[src/rtl/conv_pkg.sv]
// Shared convolutional-code definitions.
// Holds the default code parameters (rate, constraint length, data word width,
// generator taps), the trellis state width shared with the Viterbi decoder,
// and the encoder FSM encoding.
// No ports.
package conv_pkg;

    localparam int unsigned CONV_R = 2;   // code symbols per input bit
    localparam int unsigned CONV_K = 3;   // constraint length
    localparam int unsigned CONV_W = 8;   // input data word width

    // Polynomial j occupies G[K*(j+1)-1:K*j]: j0 = 7 octal, j1 = 5 octal.
    localparam logic [CONV_R*CONV_K-1:0] CONV_G = 6'b101_111;

    // Trellis state width; the decoder indexes its path metrics with this.
    localparam int unsigned NS_BITS = CONV_K - 1;

    typedef enum logic [1:0] {
        IDLE = 2'd0,
        DATA = 2'd1,
        TAIL = 2'd2
    } enc_fsm_e;

endpackage

[src/rtl/conv_enc_step.sv]
// One trellis step of the convolutional encoder (purely combinational).
// The tap window is {b, enc_state}; bit K-1 of each polynomial taps the new
// bit, bit k < K-1 taps enc_state[k]. The newest bit enters at the MSB of
// the state, so state s has predecessors {s[K-3:0], x}, matching the decoder.
// Ports:
//   b          - input bit
//   enc_state  - current encoder state (K-1 bits)
//   sym        - code symbol, sym[j] = output of polynomial j
//   next_state - state after shifting b in
module conv_enc_step
    import conv_pkg::*;
#(
    parameter int unsigned          R = CONV_R,
    parameter int unsigned          K = CONV_K,
    parameter logic [R*K-1:0]       G = CONV_G
) (
    input  logic             b,
    input  logic [K-2:0]     enc_state,
    output logic [R-1:0]     sym,
    output logic [K-2:0]     next_state
);

    logic [K-1:0] window;

    always_comb begin
        window = {b, enc_state};
        sym    = '0;
        for (int j = 0; j < int'(R); j++) begin
            sym[j] = ^(window & G[K*j +: K]);
        end
    end

    generate
        if (K == 2) begin : g_k2
            assign next_state = b;
        end else begin : g_kn
            assign next_state = {b, enc_state[K-2:1]};
        end
    endgenerate

endmodule

[src/rtl/conv_encoder.sv]
// Rate-1/R, constraint-length-K convolutional encoder.
// Accepts W-bit words on a valid/ready handshake, serialises them LSB-first
// and emits one R-bit code symbol per bit through a single output register.
// Every frame is closed with K-1 zero tail bits so the trellis ends in state 0.
//
// state | meaning
// ------+-----------------------------------------------------------------
// IDLE  | no word held; ready for the first word of a frame
// DATA  | encoding word_q[bit_cnt_q]; may take the next word on the last bit
// TAIL  | flushing K-1 zero bits; sym_last marks the final tail symbol
//
// Ports:
//   clk, rst        - clock, asynchronous active-low reset
//   in_data/in_valid/in_last/in_ready - word input handshake
//   sym/sym_valid/sym_last/sym_ready  - code symbol output handshake
module conv_encoder
    import conv_pkg::*;
#(
    parameter int unsigned    R = CONV_R,
    parameter int unsigned    K = CONV_K,
    parameter int unsigned    W = CONV_W,
    parameter logic [R*K-1:0] G = CONV_G
) (
    input  logic         clk,
    input  logic         rst,
    input  logic [W-1:0] in_data,
    input  logic         in_valid,
    input  logic         in_last,
    output logic         in_ready,
    output logic [R-1:0] sym,
    output logic         sym_valid,
    output logic         sym_last,
    input  logic         sym_ready
);

    localparam int unsigned NS   = K - 1;
    localparam int unsigned BC_W = (W > 1) ? $clog2(W) : 1;
    localparam int unsigned TC_W = ($clog2(K) < 1) ? 1 : $clog2(K);
    localparam logic [BC_W-1:0] BC_LAST = BC_W'(W - 1);
    localparam logic [TC_W-1:0] TC_LAST = TC_W'(K - 2);

    enc_fsm_e        state_q;
    logic [NS-1:0]   enc_state_q;
    logic [NS-1:0]   enc_state_d;
    logic [BC_W-1:0] bit_cnt_q;
    logic [TC_W-1:0] tail_cnt_q;
    logic [W-1:0]    word_q;
    logic            last_q;

    logic            adv;
    logic            bit_last;
    logic            enc_bit;
    logic            accept;
    logic [R-1:0]    sym_d;

    conv_enc_step #(
        .R (R),
        .K (K),
        .G (G)
    ) u_step (
        .b          (enc_bit),
        .enc_state  (enc_state_q),
        .sym        (sym_d),
        .next_state (enc_state_d)
    );

    // Output register advances when empty or being drained this cycle.
    always_comb begin
        adv      = !sym_valid || sym_ready;
        bit_last = (bit_cnt_q == BC_LAST);
        enc_bit  = (state_q == DATA) ? word_q[bit_cnt_q] : 1'b0;
        in_ready = 1'b0;
        case (state_q)
            IDLE:    in_ready = 1'b1;
            // Take the next word of the frame on the last data bit so the
            // first bit of the new word follows without a bubble.
            DATA:    in_ready = adv && bit_last && !last_q;
            default: in_ready = 1'b0;
        endcase
        accept = in_valid && in_ready;
    end

    always_ff @(posedge clk or negedge rst) begin
        if (!rst) begin
            state_q     <= IDLE;
            enc_state_q <= '0;
            bit_cnt_q   <= '0;
            tail_cnt_q  <= '0;
            word_q      <= '0;
            last_q      <= 1'b0;
            sym         <= '0;
            sym_valid   <= 1'b0;
            sym_last    <= 1'b0;
        end else begin
            case (state_q)
                IDLE: begin
                    if (adv) begin
                        sym_valid <= 1'b0;
                        sym_last  <= 1'b0;
                    end
                    if (accept) begin
                        word_q    <= in_data;
                        last_q    <= in_last;
                        bit_cnt_q <= '0;
                        state_q   <= DATA;
                    end
                end
                DATA: begin
                    if (adv) begin
                        sym         <= sym_d;
                        sym_valid   <= 1'b1;
                        sym_last    <= 1'b0;
                        enc_state_q <= enc_state_d;
                        if (bit_last) begin
                            bit_cnt_q <= '0;
                            if (last_q) begin
                                tail_cnt_q <= '0;
                                state_q    <= TAIL;
                            end else if (accept) begin
                                word_q <= in_data;
                                last_q <= in_last;
                            end else begin
                                state_q <= IDLE;
                            end
                        end else begin
                            bit_cnt_q <= bit_cnt_q + 1'b1;
                        end
                    end
                end
                TAIL: begin
                    if (adv) begin
                        sym         <= sym_d;
                        sym_valid   <= 1'b1;
                        enc_state_q <= enc_state_d;
                        tail_cnt_q  <= tail_cnt_q + 1'b1;
                        if (tail_cnt_q == TC_LAST) begin
                            sym_last <= 1'b1;
                            state_q  <= IDLE;
                        end
                    end
                end
                default: state_q <= IDLE;
            endcase
        end
    end

endmodule

[config.mk]
export PLATFORM = sky130hd
export DESIGN_NAME = conv_encoder
export DESIGN_NICKNAME = d
export VERILOG_FILES = /design/src/rtl/conv_pkg.sv /design/src/rtl/conv_enc_step.sv /design/src/rtl/conv_encoder.sv
export SDC_FILE = /design/constraint.sdc
export NUM_CORES = 1
export LEC_CHECK = 0
export ABC_AREA = 1
export CORE_AREA = 2 2 54 56
export DETAILED_ROUTE_END_ITERATION = 7
export DIE_AREA = 0 0 56 58
export MAX_ROUTING_LAYER = met4
export PLACE_DENSITY = 0.76
export RECOVER_POWER = 25
export SETUP_SLACK_MARGIN = 0.1
export SLEW_MARGIN = 10
export SYNTH_ARGS = -nofsm -noshare
export SYNTH_HDL_FRONTEND = slang
export SYNTH_SLANG_ARGS = --single-unit
[constraint.sdc]
create_clock -name clk -period 1.4 [get_ports clk]
set_input_delay 0.28 -clock clk [delete_from_list [all_inputs] [get_ports clk]]
set_output_delay 0.28 -clock clk [all_outputs]
set_load 0.1 [all_outputs]
## Word-level counts from Yosys, hierarchy flattened

Cells that the tools add are included.

| operators by class | value |
|---|---|
| reduce and logical (&&, ||, !) cells | 23 |
| muxes and demuxes | 38 |
| magnitude comparators | 1 |
| add/sub/neg operators | 2 |
| equal/unequal tests | 15 |

Operators by type and width:

| cell | count |
|---|---|
| two-way mux 8 bit | 4 |
| two-way mux 2 bit | 11 |
| inequality test 2 bit, second input constant | 8 |
| case mux 8 bit (2 select lines) | 1 |
| AND reduction 4 bit | 3 |
| two-way mux 1 bit | 11 |
| two-way mux 3 bit | 3 |
| case mux 1 bit (2 select lines) | 4 |
| nonzero test 2 bit | 4 |
| case mux 2 bit (3 select lines) | 1 |
| case mux 3 bit (2 select lines) | 1 |
| AND reduction 3 bit | 2 |
| AND reduction 6 bit | 1 |
| parity 3 bit | 2 |
| AND reduction 5 bit | 1 |
| equality test 2 x 1 -> 1 bit, second input constant | 2 |
| < comparator 3 x 4 -> 1 bit, second input constant | 1 |
| inequality test 2 x 1 -> 1 bit, second input constant | 2 |
| case mux 2 bit (2 select lines) | 1 |
| OR reduction 2 bit | 2 |
| adder 3 x 1 -> 3 bit, second input constant | 1 |
| binary-select mux 1 bit (select 3 bit) | 1 |
| equality test 3 bit, second input constant | 1 |
| logical AND 1 bit | 3 |
| other kinds (7) | 8 |

| storage, ports and cells | value |
|---|---|
| input port bits | 13 |
| output and inout port bits | 5 |
| bits in registers | 22 |
| logic and storage cells | 88 |

## Logic depth before layout (Yosys ltp)

Gate-level depths: netlist (run 1).

| logic depth | value |
|---|---|
| depth after elaboration | 11 |
| depth in mapped cells | 10 |

## Modules after synthesis

A second synthesis (run 1) with hierarchy kept.

| second synthesis, totals | value |
|---|---|
| cells, all modules | 153 |
| area total of the unflattened synthesis | 1282.5 µm² |

Modules (own cells, without submodules):

| module | area an instance (µm²) | cells an instance | seq. area each (µm²) | times used |
|---|---|---|---|---|
| conv_encoder | 1223.7 | 140 | 550.5 | 1 |
| conv_enc_step | 58.8 | 13 | 0.0 | 1 |

## Least setup slack after synthesis (run 1)

OpenSTA, ideal clock, no wires.

| path | value |
|---|---|
| path type | register -> register |
| start point | register sym_valid |
| end point | register state_q[0] |
| cell stages (with the launch flop) | 8 |
| buffers on the path | 0 |
| setup time | 0.127 ns |
| required time | 1.273 ns |
| arrival time | 2.312 ns |
| path slack | -1.040 ns |
| cell sequence | dfrtp_1 nand2_2 nand3_2 nand2_1 nand2_1 o21ai_2 nand2_1 o21ai_0 |

| between the ends | value |
|---|---|
| longest elaborated chain between the ends | 8 |
| elaborated cells on any way between the ends | 11 |
| classes of those cells | eq/ne: 4; mux: 1; reduce/logical: 6 |

Ends and longest elaborated chain:

| element | line | source |
|---|---|---|
| start: declaration | conv_encoder.sv:31 | `output logic sym_valid,` |
| start signal: assignment | conv_encoder.sv:92 | `sym_valid <= 1'b0;` |
| start signal: assignment | conv_encoder.sv:98 | `sym_valid <= 1'b0;` |
| start signal: assignment | conv_encoder.sv:111 | `sym_valid <= 1'b1;` |
| zero test 1 bit (*) | conv_encoder.sv:69 | `adv = !sym_valid \|\| sym_ready;` |
| logical OR 1 bit (*) | conv_encoder.sv:69 |  |
| logical AND 1 bit (*) (2 in a row) | conv_encoder.sv:77 | `DATA: in_ready = adv && bit_last && !last_q;` |
| case mux 1 bit (2 select lines) (*) | conv_encoder.sv:73 | `case (state_q)` |
| named net in_ready | conv_encoder.sv:29 | `output logic in_ready,` |
| logical AND 1 bit (*) | conv_encoder.sv:80 | `accept = in_valid && in_ready;` |
| inequality test 3 bit (no source line) / inequality test 2 bit (equally long branches) | -- |  |
| AND reduction 6 bit (no source line) (*) | -- |  |
| end signal: assignment | conv_encoder.sv:85 | `state_q <= IDLE;` |
| end signal: assignment | conv_encoder.sv:105 | `state_q <= DATA;` |
| end signal: assignment | conv_encoder.sv:118 | `state_q <= TAIL;` |
| end: declaration | conv_encoder.sv:42 | `enc_fsm_e state_q;` |

The timed path passes the listed nets; every way through them passes the cells marked *.
A chain may end at the register's enable or synchronous reset.

## Worst setup path after layout (run 1)

| path | value |
|---|---|
| start point | register state_q[1] |
| end point | output in_ready |

| between the ends | value |
|---|---|
| longest elaborated chain between the ends | 2 |
| elaborated cells on any way between the ends | 3 |
| classes of those cells | eq/ne: 1; mux: 1; reduce/logical: 1 |

Ends and longest elaborated chain:

| element | line |
|---|---|
| equality test 2 x 1 -> 1 bit / zero test 2 bit (equally long branches) | conv_encoder.sv:73 |
| case mux 1 bit (2 select lines) (*) | conv_encoder.sv:73 |
| end: declaration | conv_encoder.sv:29 |

Mark *: on every way between the ends. The rest lies on a longest branch, timed or not.

==> flow_summary_export.csv, run 1 <==
group,metric,value,unit
clock_tree,cts_buffer_depth,2,
synth,synth_seq_cells,22,
synth,synthesis.area,1210,um^2
critical_path,r2r-start,"state_q[1]",
grt,antenna_found_initial,0,
critical_path,crit_top_cell,"inv_2",
clock_tree,cts-root-buf,"clkbuf_4",
clock_tree,cts_hold_buf,0,
critical_path,cp.required,1120,ps
floorplan,die_w,56,um
synth,synth.area.mux_share,0.829,%
sta,final-setup-viol-count,18,
place,dp_hpwl,2070,um
floorplan,rows,19,
route,drc,0,
clock_tree,htree_levels,1,
route,post_drt_wl_per_cell,16.3,um
sta,fmax,565,MHz
critical_path,critPathArrivalTime,1490,ps
synth,yosys_warnings,0,
cells_and_area,nets,218,
synth,synthSimpleGateAreaFrac,23.9,%
place,pre_cts_ws,-364,ps
place,dpl.cell_count,214,
synth,synth_cells,148,
sta,clock_skew,2.53,ps
clock_tree,cts_sinks,22,
route,via_count,1227,
route,vias_per_cell,5.38,
critical_path,critPathCaptureType,"primary output",
grt,grt_pass1_vias,1325,
grt,grt_overflow,0,
synth,synth-compound-area-share,12.8,%
critical_path,path_max_fanout,2,
cells_and_area,layout-drive-gt1-share,54.3,%
synth,yosys.area_share.xor_xnor,0.725,%
clock_tree,clkSlewWorstSetupHoldPaths,130,ps
sta,hold_viol,0,
sta,min_period,1770,ps
synth,syn_nets,168,
floorplan,core-area,2660,um^2
synth,synth_top_family_by_area,"simple AND/OR/NAND/NOR gates",
grt,grt_max_degree,23,
route,dr.pass1.iters,4,
sta,period_share,126,%
route,postRouteAntennaNets,0,
grt,grt_pass1_wl,5800,um
critical_path,ff2ff_setup_slack,-310,ps
clock_tree,cts_tree,"built",
route,drt-total-wl,3720,um
critical_path,r2r_end,"word_q[7]",
cells_and_area,final_cells,228,
grt,grtUsageTotal,23.9,%
critical_path,crit_chain,"inv_2, ha_4, inv_2, nor2_4, nand3_4, nand2_8, buf_12",
sta,rsz0062_at_grt,"yes",
sta,max_slew_margin,59.7,%
floorplan,start_util,45.3,%
route,drtIter0Drc,39,
min_path,hold_class,"input pin to asynchronous set/reset pin",
critical_path,slowest_stage,"dfrtp_1",
sta,setup_ws,-369,ps
critical_path,worstSetupStartpointType,"flip-flop",
critical_path,rr_worst_depth,11,
synth,synthDistinctLibCells,25,
synth,syn_avg_cell_area,8.16,um^2
cells_and_area,area_growth_syn_to_layout,72.3,%
critical_path,critPathMaxStageDelay,410,ps
place,routabilityCongestion,0.861,
sta,holdWs,472,ps
sta,tightest_slew,605,ps
outcome,violations,"negative setup slack",
cells_and_area,diodes,0,
floorplan,chipHeight,58,um
clock_tree,clk_latency,320,ps
run,drv_cap,0,
place,port_buffers,17,
floorplan,die_area,3250,um^2
outcome,status,"finished, violations left",
sta,maxSlewViolCount,0,
floorplan,num_io_pins,18,
critical_path,path_class,"flip-flop to primary output",
clock_tree,cts_made_buffers,3,
synth,synthAdderAreaFrac,7.25,%
synth,ys_seq_area_share,45.6,%
[cell usage in the layout, fill, tap and decap left out, types with 4 or more instances in the layout]
master,count
nand3_2,7
a21oi_2,7
inv_2,7
inv_1,14
nand2_2,5
clkdlybuf4s50_1,11
nor2_4,9
nor2_1,4
nand2_1,22
dfrtp_1,20
o21ai_2,5
buf_6,8
buf_4,20
buf_12,5
[routing by layer]
metal  global-route usage (%)  vias to the layer above  routed length, um
li1                         -                      582                  -
met1                     27.1                      602               1420
met2                     42.9                       35               2100
met3                     4.24                        8                147
met4                     8.16                        0                 49
met5                        -                        -                  0
[critical path: cells and delay by family (launching register included)]
family                     cells  cell delay [ps]
buffers and inverters          3              300
DFF                            1              410
and+or+nand+nor                3              320
adders and majority gates      1              140
[Yosys cell counts]
master / instances / area (um^2)
nand2_1: 29 / 109
inv_1: 24 / 90.1
dfrtp_1: 22 / 551
nor2_1: 15 / 56.3
nand3_1: 11 / 55.1
a21oi_1: 9 / 45.0
o21ai_0: 9 / 45.0
ha_1: 7 / 87.6
nand4_1: 3 / 18.8
a21oi_2: 2 / 17.5
nand2_2: 2 / 12.5
o21ai_2: 2 / 17.5
a211oi_1: 1 / 7.51
buf_2: 1 / 5.00
buf_6: 1 / 11.3
mux2i_1: 1 / 10.0
nand3_2: 1 / 10.0
nor2_2: 1 / 6.26
nor3_1: 1 / 5.00
nor3_2: 1 / 10.0
o21bai_1: 1 / 7.51
o221ai_1: 1 / 8.76
o22ai_1: 1 / 6.26
or2_2: 1 / 6.26
xnor2_1: 1 / 8.76
[timing repair]
action / in CTS / in global routing
setup endpoints to repair: 24 / 24
cloned: 1 / 0
setup buffers: 4 / 7
pin swaps: 8 / 13
resized for setup: 37 / 48
[flip-flops by register name (all words and copies together), names as in the netlist]
name	count
word_q	8
bit_cnt_q	3
enc_state_q	2
state_q	2
sym	2
tail_cnt_q	2
last_q	1
sym_last	1
sym_valid	1
[cells by family after synthesis]
family,after synthesis
buffers and inverters,26
AO/OA/AOI/OAI,26
flip-flops,22
AND/OR/NAND/NOR,65
multiplexers,1
XOR/XNOR,1
adder cells (fa/ha/maj),7
[through the flow]
stage / cell area [um^2] / util [%] / setup TNS [ps]
4_1_cts: 1880 / 70.6 / -2540
6_report: 2080 / 78.1 / -4170
3_3_place_gp: 1670 / 62.5 / -4470
5_1_grt: 2080 / 78.1 / -5350
3_5_place_dp: 1670 / 62.5 / -5280
2_1_floorplan: 1280 / - / -1700
[layout make-up]
class	count	area, um^2
clock buffers	4	26.3
fillers	178	582
inverters	24	97.6
multi-input cells	101	897
flip-flops and latches	22	556
well taps	31	38.8
repair buffers	46	465
[how the worst max path moves through the flow]
stage,slack [ps],endpoint,startpoint,cells after the start
after floorplan,-210,state_q[0],state_q[1],10
after global placement,-280,word_q[4],sym_ready,8
after detailed placement,-360,word_q[7],sym_ready,8
after CTS,-360,in_ready,state_q[1],7
after global routing,-420,in_ready,state_q[1],7
final,-370,in_ready,state_q[1],7
Power of run 1 is not shown: default switching activity piles up to over one toggle a cycle in this logic, so the estimate is an artifact.
==> inputs of run 2 (changes only) <==
Settings changed: CAP_MARGIN set to 20.
==> results of run 2 <==
Same layout as run 1: the final DEF is identical, and so are final timing and power.
Power of run 2 is left out for the same reason.
